**src/rtl/input_conditioner_if.sv**
```systemverilog
// input_conditioner_if: raw input, counter clear and conditioned outputs of the input conditioner.
interface input_conditioner_if #(
  parameter int CNT_W = 8
);
  logic             d_raw;
  logic             cnt_clr;
  logic             d_clean;
  logic             d_clean_bar;
  logic             rise;
  logic             fall;
  logic             busy;
  logic [CNT_W-1:0] evt_cnt;
  modport master (
    output d_raw, cnt_clr,
    input  d_clean, d_clean_bar, rise, fall, busy, evt_cnt
  );
  modport slave (
    input  d_raw, cnt_clr,
    output d_clean, d_clean_bar, rise, fall, busy, evt_cnt
  );
endinterface

```
**src/rtl/input_conditioner.sv**
```systemverilog
// input_conditioner: synchronizes, debounces and edge-detects a raw 1-bit input.
// Define INPUT_CONDITIONER_SAT_EN to make evt_cnt saturate instead of wrapping.
module input_conditioner #(
  parameter int SYNC_STAGES     = 2,
  parameter int DEBOUNCE_CYCLES = 4,
  parameter int CNT_W           = 8
) (
  input logic                 clk,
  input logic                 rst,
  input_conditioner_if.slave  bus
);
  localparam int CW = $clog2(DEBOUNCE_CYCLES + 1);
  typedef enum logic [1:0] {STABLE_LO, WAIT_HI, STABLE_HI, WAIT_LO} state_t;
  state_t           state, state_n;
  logic [SYNC_STAGES-1:0] sync;
  logic [CW-1:0]    cnt, cnt_n;
  logic             s;
  logic             last;
  logic             commit_hi, commit_lo;
  logic             d_clean, rise, fall;
  logic [CNT_W-1:0] evt, evt_inc, evt_n;
  assign s    = sync[SYNC_STAGES-1];
  assign last = cnt == CW'(DEBOUNCE_CYCLES - 1);
`ifdef INPUT_CONDITIONER_SAT_EN
  assign evt_inc = &evt ? evt : evt + CNT_W'(1);
`else
  assign evt_inc = evt + CNT_W'(1);
`endif
  // a clear coinciding with a rising commit still records that event
  assign evt_n = bus.cnt_clr ? CNT_W'(commit_hi) : commit_hi ? evt_inc : evt;
  always_ff @(posedge clk) begin
    if (rst) begin
      sync    <= '0;
      state   <= STABLE_LO;
      cnt     <= '0;
      d_clean <= 1'b0;
      rise    <= 1'b0;
      fall    <= 1'b0;
      evt     <= '0;
    end else begin
      sync    <= {sync[SYNC_STAGES-2:0], bus.d_raw};
      state   <= state_n;
      cnt     <= cnt_n;
      d_clean <= commit_hi ? 1'b1 : commit_lo ? 1'b0 : d_clean;
      rise    <= commit_hi;
      fall    <= commit_lo;
      evt     <= evt_n;
    end
  end
  always_comb begin
    state_n   = state;
    cnt_n     = cnt;
    commit_hi = 1'b0;
    commit_lo = 1'b0;
    unique case (state)
      STABLE_LO: if (s) begin
        if (DEBOUNCE_CYCLES == 1) begin
          commit_hi = 1'b1;
          state_n   = STABLE_HI;
        end else begin
          state_n = WAIT_HI;
          cnt_n   = CW'(1);
        end
      end
      WAIT_HI: if (!s) begin
        state_n = STABLE_LO;
        cnt_n   = '0;
      end else if (last) begin
        commit_hi = 1'b1;
        state_n   = STABLE_HI;
        cnt_n     = '0;
      end else cnt_n = cnt + CW'(1);
      STABLE_HI: if (!s) begin
        if (DEBOUNCE_CYCLES == 1) begin
          commit_lo = 1'b1;
          state_n   = STABLE_LO;
        end else begin
          state_n = WAIT_LO;
          cnt_n   = CW'(1);
        end
      end
      WAIT_LO: if (s) begin
        state_n = STABLE_HI;
        cnt_n   = '0;
      end else if (last) begin
        commit_lo = 1'b1;
        state_n   = STABLE_LO;
        cnt_n     = '0;
      end else cnt_n = cnt + CW'(1);
      default: begin
        state_n = STABLE_LO;
        cnt_n   = '0;
      end
    endcase
  end
  always_comb begin
    bus.d_clean     = d_clean;
    bus.d_clean_bar = ~d_clean;
    bus.rise        = rise;
    bus.fall        = fall;
    bus.busy        = state == WAIT_HI || state == WAIT_LO;
    bus.evt_cnt     = evt;
  end
endmodule
```
**src/flat_wrapper.sv**
```systemverilog
// flat-port wrapper written by rule: the top's interface ports become plain ports
module input_conditioner_flat 
#(
  parameter int SYNC_STAGES     = 2,
  parameter int DEBOUNCE_CYCLES = 4,
  parameter int CNT_W           = 8
)
  (clk, rst, bus_d_raw, bus_cnt_clr, bus_d_clean, bus_d_clean_bar, bus_rise, bus_fall, bus_busy, bus_evt_cnt);
  input_conditioner_if #(.CNT_W(CNT_W)) bus_i ();
  input logic clk;
  input logic rst;
  input wire logic [$bits(bus_i.d_raw)-1:0] bus_d_raw;
  input wire logic [$bits(bus_i.cnt_clr)-1:0] bus_cnt_clr;
  output wire logic [$bits(bus_i.d_clean)-1:0] bus_d_clean;
  output wire logic [$bits(bus_i.d_clean_bar)-1:0] bus_d_clean_bar;
  output wire logic [$bits(bus_i.rise)-1:0] bus_rise;
  output wire logic [$bits(bus_i.fall)-1:0] bus_fall;
  output wire logic [$bits(bus_i.busy)-1:0] bus_busy;
  output wire logic [$bits(bus_i.evt_cnt)-1:0] bus_evt_cnt;
  assign bus_i.d_raw = bus_d_raw;
  assign bus_i.cnt_clr = bus_cnt_clr;
  assign bus_d_clean = bus_i.d_clean;
  assign bus_d_clean_bar = bus_i.d_clean_bar;
  assign bus_rise = bus_i.rise;
  assign bus_fall = bus_i.fall;
  assign bus_busy = bus_i.busy;
  assign bus_evt_cnt = bus_i.evt_cnt;
  input_conditioner #(.SYNC_STAGES(SYNC_STAGES), .DEBOUNCE_CYCLES(DEBOUNCE_CYCLES), .CNT_W(CNT_W)) u_core (.clk(clk), .rst(rst), .bus(bus_i));
endmodule
```
**config.mk**
```make
export PLATFORM = sky130hd
export DESIGN_NAME = input_conditioner_flat
export DESIGN_NICKNAME = d
export VERILOG_FILES = /design/src/rtl/input_conditioner_if.sv /design/src/rtl/input_conditioner.sv /design/src/flat_wrapper.sv
export SDC_FILE = /design/constraint.sdc
export NUM_CORES = 1
export LEC_CHECK = 0
export CAP_MARGIN = 10
export CORE_MARGIN = 2
export CORE_UTILIZATION = 51
export CTS_CLUSTER_SIZE = 20
export DETAILED_ROUTE_END_ITERATION = 10
export GPL_TIMING_DRIVEN = 0
export MAX_ROUTING_LAYER = met4
export PLACE_DENSITY_LB_ADDON = 0.25
export SLEW_MARGIN = 10
export SYNTH_ARGS = -nofsm -noshare
export SYNTH_HDL_FRONTEND = slang
export SYNTH_SLANG_ARGS = --single-unit
```
**constraint.sdc**
```tcl
create_clock -name clk -period 2.69 [get_ports clk]
set_input_delay 0.538 -clock clk [delete_from_list [all_inputs] [get_ports clk]]
set_output_delay 0.538 -clock clk [all_outputs]
set_load 0.01 [all_outputs]
```
# Word-level counts from Yosys, hierarchy flattened
# Cells that the tools add are included.
# W data, S select, Z words.
[op_classes] mux=22 reduce_logical=7 addsub=2 n_eq_ne=8 n_bitwise=1
[op_table] op="$mux W3" count=5
[op_table] op="$mux W2" count=6
[op_table] op="$pmux W3 S4" count=1
[op_table] op="$mux W1" count=9
[op_table] op="$add A8 B1 Y8 const B" count=1
[op_table] op="$pmux W2 S4" count=1
[op_table] op="$eq A2 B2 Y1 const B" count=2
[op_table] op="$reduce_and A4 Y1" count=1
[op_table] op="$reduce_bool A2 Y1" count=2
[op_table] op="$add A3 B1 Y3 const B" count=1
[op_table] op="$eq A3 B2 Y1 const B" count=1
[op_table] op="$ne A3 B1 Y1 const B" count=1
[op_table] op="$ne A3 B3 Y1 const B" count=1
[op_table] op="$eq A2 B1 Y1 const B" count=1
[op_table] op="$logic_not A2 Y1" count=1
[op_table] op="$ne A2 B1 Y1 const B" count=1
[op_table] op="$ne A2 B2 Y1 const B" count=1
[op_table] op="$reduce_and A2 Y1" count=1
[op_table] op="$reduce_or A2 Y1" count=1
[op_table] op="$logic_or A1 B1 Y1" count=1
[op_table] op="$not A1 Y1" count=1
[totals] inputBits=4 out_inout_bits=13 elab_cells=48 register_bits=18

# Logic depth before layout (Yosys ltp)
[logic_depth] depth_word=6 mapped_depth=5 mapped_depth_nobuf=4

# Least setup slack after synthesis
# OpenSTA, ideal clock, no wires.
[synth_timing] kind="register -> register" from="reg u_core.cnt[0]" to="reg u_core.evt[5] (netlist: u_core.bus.evt_cnt[5])" arrival_ns=1.333 required_ns=2.620 n_path_buf=0 synth_period_minus_slack_ns=1.403 setup_time_ns=0.070 path_stages_with_launch=5 path_slack_ns=1.287 cell_sequence="dfxtp_1 -> ha_1 -> nand4b_4 -> or4_1 -> a21oi_1"
[synth_between] elab_chain_cells=4
[synth_rtl] item="start: declaration" line="input_conditioner.sv:16" rtl="logic [CW-1:0] cnt, cnt_n;"
[synth_rtl] item="start signal: assignment" line="input_conditioner.sv:43" rtl="cnt <= cnt_n;"
[synth_rtl] item="$eq A3 B2 Y1" line="input_conditioner.sv:23" rtl="assign last = cnt == CW'(DEBOUNCE_CYCLES - 1);"
[synth_rtl] item="$mux W1" line="input_conditioner.sv:68" rtl="end else if (last) begin"
[synth_rtl] item="$mux W1" line="input_conditioner.sv:65" rtl="WAIT_HI: if (!s) begin"
[synth_rtl] item="$mux W1" line="input_conditioner.sv:55" rtl="unique case (state)"
[synth_rtl] item="end signal: assignment" line="input_conditioner.sv:47" rtl="evt <= evt_n;"
[synth_rtl] item="end: declaration" line="input_conditioner.sv:21" rtl="logic [CNT_W-1:0] evt, evt_inc, evt_n;"
# No other way between the ends.
# A chain may end at the register's enable or synchronous reset.

# Worst setup path after layout
[layout_timing] from="reg u_core.state[0]" to="out bus_busy"
[layout_between] elab_chain_cells=2 elab_cells_between_ends=3 cone_classes="eq/ne: 2; reduce/logical: 1"
[layout_rtl] item="start: declaration" line="input_conditioner.sv:14" rtl="state_t state, state_n;"
[layout_rtl] item="start signal: assignment" line="input_conditioner.sv:42" rtl="state <= state_n;"
[layout_rtl] item="$eq A2 B1 Y1 / $eq A2 B2 Y1 (equally long branches)" line="input_conditioner.sv:101" rtl="bus.busy = state == WAIT_HI || state == WAIT_LO;"
[layout_rtl] item="$logic_or A1 B1 Y1 (*)" line="input_conditioner.sv:101"
[layout_rtl] item="end: declaration" line="flat_wrapper.sv:18" rtl="output wire logic [$bits(bus_i.busy)-1:0] bus_busy;"
# Mark *: on every way between the ends. The rest lies on a longest branch, timed or not.

==> impl_results.md <==
- Status: completed
- MaxCap Viol Count: 0
- Synth Register Bits: 18
- Die X: around 43 microns
- CTS Hold Bufs: 0
- Most numerous cell in the Yosys netlist: dfxtp_1
- Final ANT Viol Nets: 0
- Number of synthesized flops with an enable pin: 0
- Vias in the first global route: 645
- Clock net sink count: 18
- Boundary Pins: 17
- Mux contribution to synthesized area: 0
- Mean Syn Cell Area: ~9 sq um
- Yosys warning count: 0
- Yosys top cell by area: dfxtp_1
- Register area share after synthesis: 0.456
- Worst IR Drop VDD: around 0.32 mV
- IO Port Bufs: 16
- Post-synthesis xor/xnor area fraction: 0.0222
- Critical Path Sink Type: primary output
- Die outline area: between 1500 and 2000 sq um
- Critical path startpoint category: register
- Initial antenna violation count: 0
- Hold WC Path Type: register to register
- Row count: 14
- Crit share post-route: 0.737
- DR vias: about 710
- GRT Total Usage: 0.192
- Drc violations: 0
- Initial DRC count: 20
- Final hold slack: 452 ps
- Main synth FF type: dfxtp_1
- Avg WL per Cell: 12.9 microns
- Fill cells: 124
- GRT overflow: 0
- First-pass GRT wire length: 2640 microns
- Cells after Synth: 87
- Final Max Slew Viols: 0
- Post-CTS setup repair buffer count: 0
- Synth Area in Adders: 0.0316
- Initial Utilization: 0.537
- Final Hold Viols: 0
- RSZ-0062 raised after global routing: no
- Clock Latency Late Sink: slightly below 300 ps
- Simple-Gate Fraction of Synth Area: 0.283
- Cts repair resizes: 0
- Top cell types by occurrence after synthesis: dfxtp_1 (18), a21oi_1 (12), o21ai_0 (5), o31ai_1 (5), or4_1 (5)
- Slew HR: 0.727
- P&R area growth vs syn: 27.4%
- Syn nets: 93
- Detailed Routing Iterations Pass 1: 4
- Vias per inst: 5.80
- Final RePlAce weighted congestion: 0.763
- Clock buffer depth: 2
- Largest net degree at the start of global routing: 11
- Final setup violation count: 0
- Inserted Clock Buffers: 3
- Final Total Pwr: between 400 and 500 uW
- Nets: 114
- Max FO, Critical Path: 10
- Diodes inserted: 0
- Die height: 43.4 microns
- PD cells: approximately 460 nW/um^2
- CTS tree: yes
- CP required: 2150 ps
- # H-tree levels: 1
- Worst path arrival time: 1440 ps
- Total core area: 1470 sq um
- Layout cells sized above 1: 0.0748
- Leak Pwr: 0.000365 uW
- Worst-Margin Slew: 410 ps
- Library cells used by synthesis: 26
- Async SR Flop Fraction: 0
- Placed wire-length estimate: 1150 microns
- Compound-Gate Fraction of Synth Area: 0.166
- Share of the synthesized area in the top cell type: 0.456
- Fmax: 505 MHz
- Largest family of logic cells by synthesized area: simple AND/OR/NAND/NOR gates
- Netlist Area Pre-Place: roughly 790 sq um
- CP Class: register to primary output
- Ranking of synthesized cells by area: dfxtp_1 (46%), a21oi_1 (7.6%), o31ai_1 (4.7%), or4_1 (4.7%), ha_1 (3.2%)
- Clock-pin slew on the worst setup and hold paths: approximately 100 ps
- WL final: between 1500 and 2000 microns
- Post-route minimum period: between 1500 and 2000 ps
- Util after Layout: 0.685
- TNS Setup: 0 ps
- Clock Tree Root: clkbuf_4
- Worst Skew: 2.02 ps
-- stage by stage --
| stage | instances | cell area, sq um | setup WS (ps) |
|---|---|---|---|
| final | 123 | 1010 | 708 |
| after global routing | 123 | 1010 | 617 |
| after CTS | 123 | 1010 | 709 |
| after detailed placement | 119 | 971 | 961 |
| after global placement | 119 | 971 | 992 |
| after floorplan | 87 | 791 | 1290 |
-- flip-flops by register name (all words and copies together) (netlist names), named ones only --
name and flops:
u_core.sync 2, u_core.bus.rise 1, u_core.cnt 3, u_core.bus.evt_cnt 8, u_core.bus.d_clean 1, u_core.bus.fall 1, u_core.state 1
-- critical path, cell delays in order (launching register included) --
cell             delay, ps
dfxtp_1                320
buf_2                  200
clkbuf_1               110
clkdlybuf4s50_1        530
-- path summary, 6_finish.rpt --
kind / start / end / slack [ps] / depth (start not counted)
worst min register to register: u_core.sync[0] / u_core.sync[1] / 450 / 1
worst max-delay path: u_core.state[0] / bus_busy / 710 / 3
worst min-delay path: u_core.sync[0] / u_core.sync[1] / 450 / 1
worst max register to register: u_core.cnt[0] / u_core.bus.evt_cnt[5] / 1090 / 5
-- layout by cell type (no fill, tap or decap) --
master | netlist | final
o31ai_1 | 5 | 5
nand3b_1 | 3 | 3
clkdlybuf4s50_1 | 0 | 16
clkbuf_1 | 4 | 4
nor2_1 | 2 | 2
or4_1 | 5 | 5
xnor2_1 | 1 | 1
nand4b_4 | 1 | 1
o21ai_0 | 5 | 5
a21oi_1 | 12 | 12
dfxtp_1 | 18 | 18
xor2_1 | 1 | 1
a2111oi_0 | 1 | 1
or3_1 | 2 | 2
nand2_1 | 4 | 4
nor2b_1 | 3 | 3
and4b_1 | 1 | 1
nor4_1 | 1 | 1
clkbuf_8 | 0 | 1
buf_2 | 2 | 2
nand2b_1 | 3 | 3
nor3_1 | 2 | 2
nand3_1 | 4 | 4
ha_1 | 2 | 2
or2_2 | 1 | 1
clkbuf_4 | 0 | 3
inv_1 | 2 | 2
nand4_1 | 1 | 1
nand4b_1 | 1 | 1
-- layout make-up --
| class | instances | area (sq um) | share of cell area |
|---|---|---|---|
| sequential | 18 | 360 | 0.358 |
| inverter | 2 | 7.51 | 0.00745 |
| multi-input combinational | 61 | 398 | 0.395 |
| timing repair buffer | 16 | 160 | 0.159 |
| tap | 16 | 20.0 | 0.0199 |
| buffer | 6 | 25.0 | 0.0248 |
| clock buffer | 4 | 36.3 | 0.0360 |
-- power by group --
group | total [uW] | switching [uW] | internal [uW]
logic | 27.0 | 12.7 | 14.3
clock network | 166 | 83.1 | 82.5
registers | 274 | 3.46 | 270
total | 466 | 99.3 | 367
-- per-layer routing --
metal	part of all wire	up-vias	track usage	routed length, microns
li1	-	360	-	-
met1	0.44	326	0.223	694
met2	0.49	21	0.316	774
met3	0.048	7	0.0292	77
met4	0.028	0	0.109	44
met5	0	-	-	0
-- cells by family (layout without fill, tap and decap cells) --
logic type / Yosys count / in the layout
AND/OR/NAND/NOR: 34 / 34
adder cells (fa/ha/maj): 2 / 2
AO/OA/AOI/OAI: 23 / 23
XOR/XNOR: 2 / 2
buffers and inverters: 8 / 28
flip-flops: 18 / 18
Note: power is estimated with default switching activity, not from simulation.
==> patch, RTL diff (config.mk and constraints unchanged) <==
Encoding of `state_t`: now one-hot (4 bits for 4 states).
--- a/src/rtl/input_conditioner.sv
+++ b/src/rtl/input_conditioner.sv
@@ -10,7 +10,7 @@
   input_conditioner_if.slave  bus
 );
   localparam int CW = $clog2(DEBOUNCE_CYCLES + 1);
-  typedef enum logic [1:0] {STABLE_LO, WAIT_HI, STABLE_HI, WAIT_LO} state_t;
+  typedef enum logic [3:0] {STABLE_LO = 4'b0001, WAIT_HI = 4'b0010, STABLE_HI = 4'b0100, WAIT_LO = 4'b1000} state_t;
   state_t           state, state_n;
   logic [SYNC_STAGES-1:0] sync;
   logic [CW-1:0]    cnt, cnt_n;
Behaviour: same outputs for any inputs over 10 cycles, from zero or initial values and one cycle with rst high; not proved beyond that.
==> patch against the unedited design <==
Routed wire length grew 33%; synthesized area grew 33%; highest routed layer unchanged; worst setup slack lost 0.37 ns; utilization shrank 3.0 points; sequential cell count grew 2; final area grew 27%; total power grew 11%.
==> patch: results <==
{
  "status": "complete, no violations",
  "htreeDepth": 1,
  "cts-resized-gates": 0,
  "synthesis.nets": 125,
  "fin_skew_ns": 0.00267,
  "synth_compound_area_share_pct": 12.4,
  "worstPathArrival_ns": 1.81,
  "yosysUniqueCellTypes": 43,
  "period_needed_ns": 2.35,
  "grt_pass1_wl_um": 3620,
  "synthTopCellsByCount": "20 x dfxtp_1, 12 x nor2_1, 10 x inv_1, 6 x a21oi_1, 6 x nand2_1",
  "cts-root-buf": "clkbuf_4",
  "buf_share_pct": 15.8,
  "worst_slew_margin_rel_pct": 67.8,
  "synth_largest_area_cell": "dfxtp_1",
  "ir_drop_uv": 244,
  "num_antenna_cells": 0,
  "grt_overflow": 0,
  "drt_wl_total_um": 2120,
  "clk_pin_slew_worst_paths_ns": 0.11,
  "synth.yosys.seq_area_share_pct": 38.0,
  "fillerInstances": 186,
  "gp_congestion": 0.843,
  "coreArea_um2": 1960,
  "setup.worst_path.start": "u_core.state[1]",
  "p_leak_uw": 0.000431,
  "via_per_inst": 5.40,
  "grtUsageTotal_pct": 19.6,
  "drt_iter0_markers": 18,
  "place_ws_ns": 0.713,
  "rr_startpoint": "u_core.cnt[0]",
  "hpwl_um": 1530,
  "synthMuxAreaShare_pct": 1.90,
  "internal_power_uw": 401,
  "first_pass_iters": 5,
  "portBuffers": 16,
  "largest_register_ffs": 8,
  "cts_buffer_depth": 2,
  "crit_fanout": 10,
  "synthAdderAreaFrac_pct": 2.38,
  "first_global_vias": 791,
  "synthXorXnorAreaFrac_pct": 5.82,
  "drive_gt1_share_pct": 11.5,
  "async_reset_ff_share_pct": 0,
  "multi_input_cells": 83,
  "n_sequential_cell": 20,
  "synth.area.top_cells": "dfxtp_1 38%, nor2_1 4.3%, xnor2_1 4.2%, inv_1 3.6%, a21oi_1 2.9%",
  "r2r_cells": 5,
  "sh_seq_area_pct": 31.2,
  "rr_endpoint": "u_core.bus.evt_cnt[7]",
  "placed_cell_area_um2": 1250,
  "numCtsBuffers": 3,
  "nets": 146,
  "antenna_found_initial": 0,
  "n_all_inverters": 10,
  "grt_max_degree": 12,
  "insertion_delay_ns": 0.30,
  "multiInputGateArea_um2": 573,
  "clk_share_pct": 2.83,
  "r2r_slack_ns": 0.77
}
-- patch: changes by cell type after synthesis, sizes merged, moves of 4 or more --
cell | unedited run | this run
a21oi | 12 | 6
inv | 2 | 10
nor2 | 2 | 12
xnor2 | 1 | 5
-- patch: how the worst min path moves through the flow --
stage          slack (ns)  depth (start not counted)           start        endpoint
5_1_grt              0.46                          1  u_core.sync[0]  u_core.sync[1]
4_1_cts              0.46                          1  u_core.sync[0]  u_core.sync[1]
2_1_floorplan        0.41                          1  u_core.sync[0]  u_core.sync[1]
6_report             0.45                          1  u_core.sync[0]  u_core.sync[1]
3_5_place_dp         0.43                          1  u_core.sync[0]  u_core.sync[1]
3_3_place_gp         0.42                          1  u_core.sync[0]  u_core.sync[1]
-- patch: routing by layer --
metal	share of wire [%]	vias up	GRT usage [%]
met5	0	-	-
met4	1.7	0	6.94
met3	4.0	5	2.73
met2	48	23	30.9
met1	46	411	26.0
li1	-	457	-
-- patch: cell families after synthesis --
group | after synthesis
adder cells (fa/ha/maj) | 2
AO/OA/AOI/OAI | 21
flip-flops | 20
XOR/XNOR | 7
buffers and inverters | 16
multiplexers | 2
AND/OR/NAND/NOR | 51
-- patch: power by group through the flow --
stage | combinational (µW) | clock [µW] | sequential, µW
global placement | 39.0 | 0 | 311
detailed placement | 40.5 | 0 | 312
floorplan | 28.5 | 0 | 310
global route | 44.4 | 194 | 306
CTS | 40.5 | 182 | 305
finish | 40.4 | 174 | 305
-- patch: per-stage QoR --
step	cells	utilization, %
after floorplan	119	-
after global routing	166	65.4
after global placement	162	63.6
final	166	65.4
after CTS	166	65.4
after detailed placement	162	63.6
-- patch: critical path, stage by stage (launching register included) --
cell             delay (ns)
dfxtp_1                0.37
buf_4                  0.20
xnor2_1                0.08
nor3_1                 0.26
clkdlybuf4s50_1        0.60
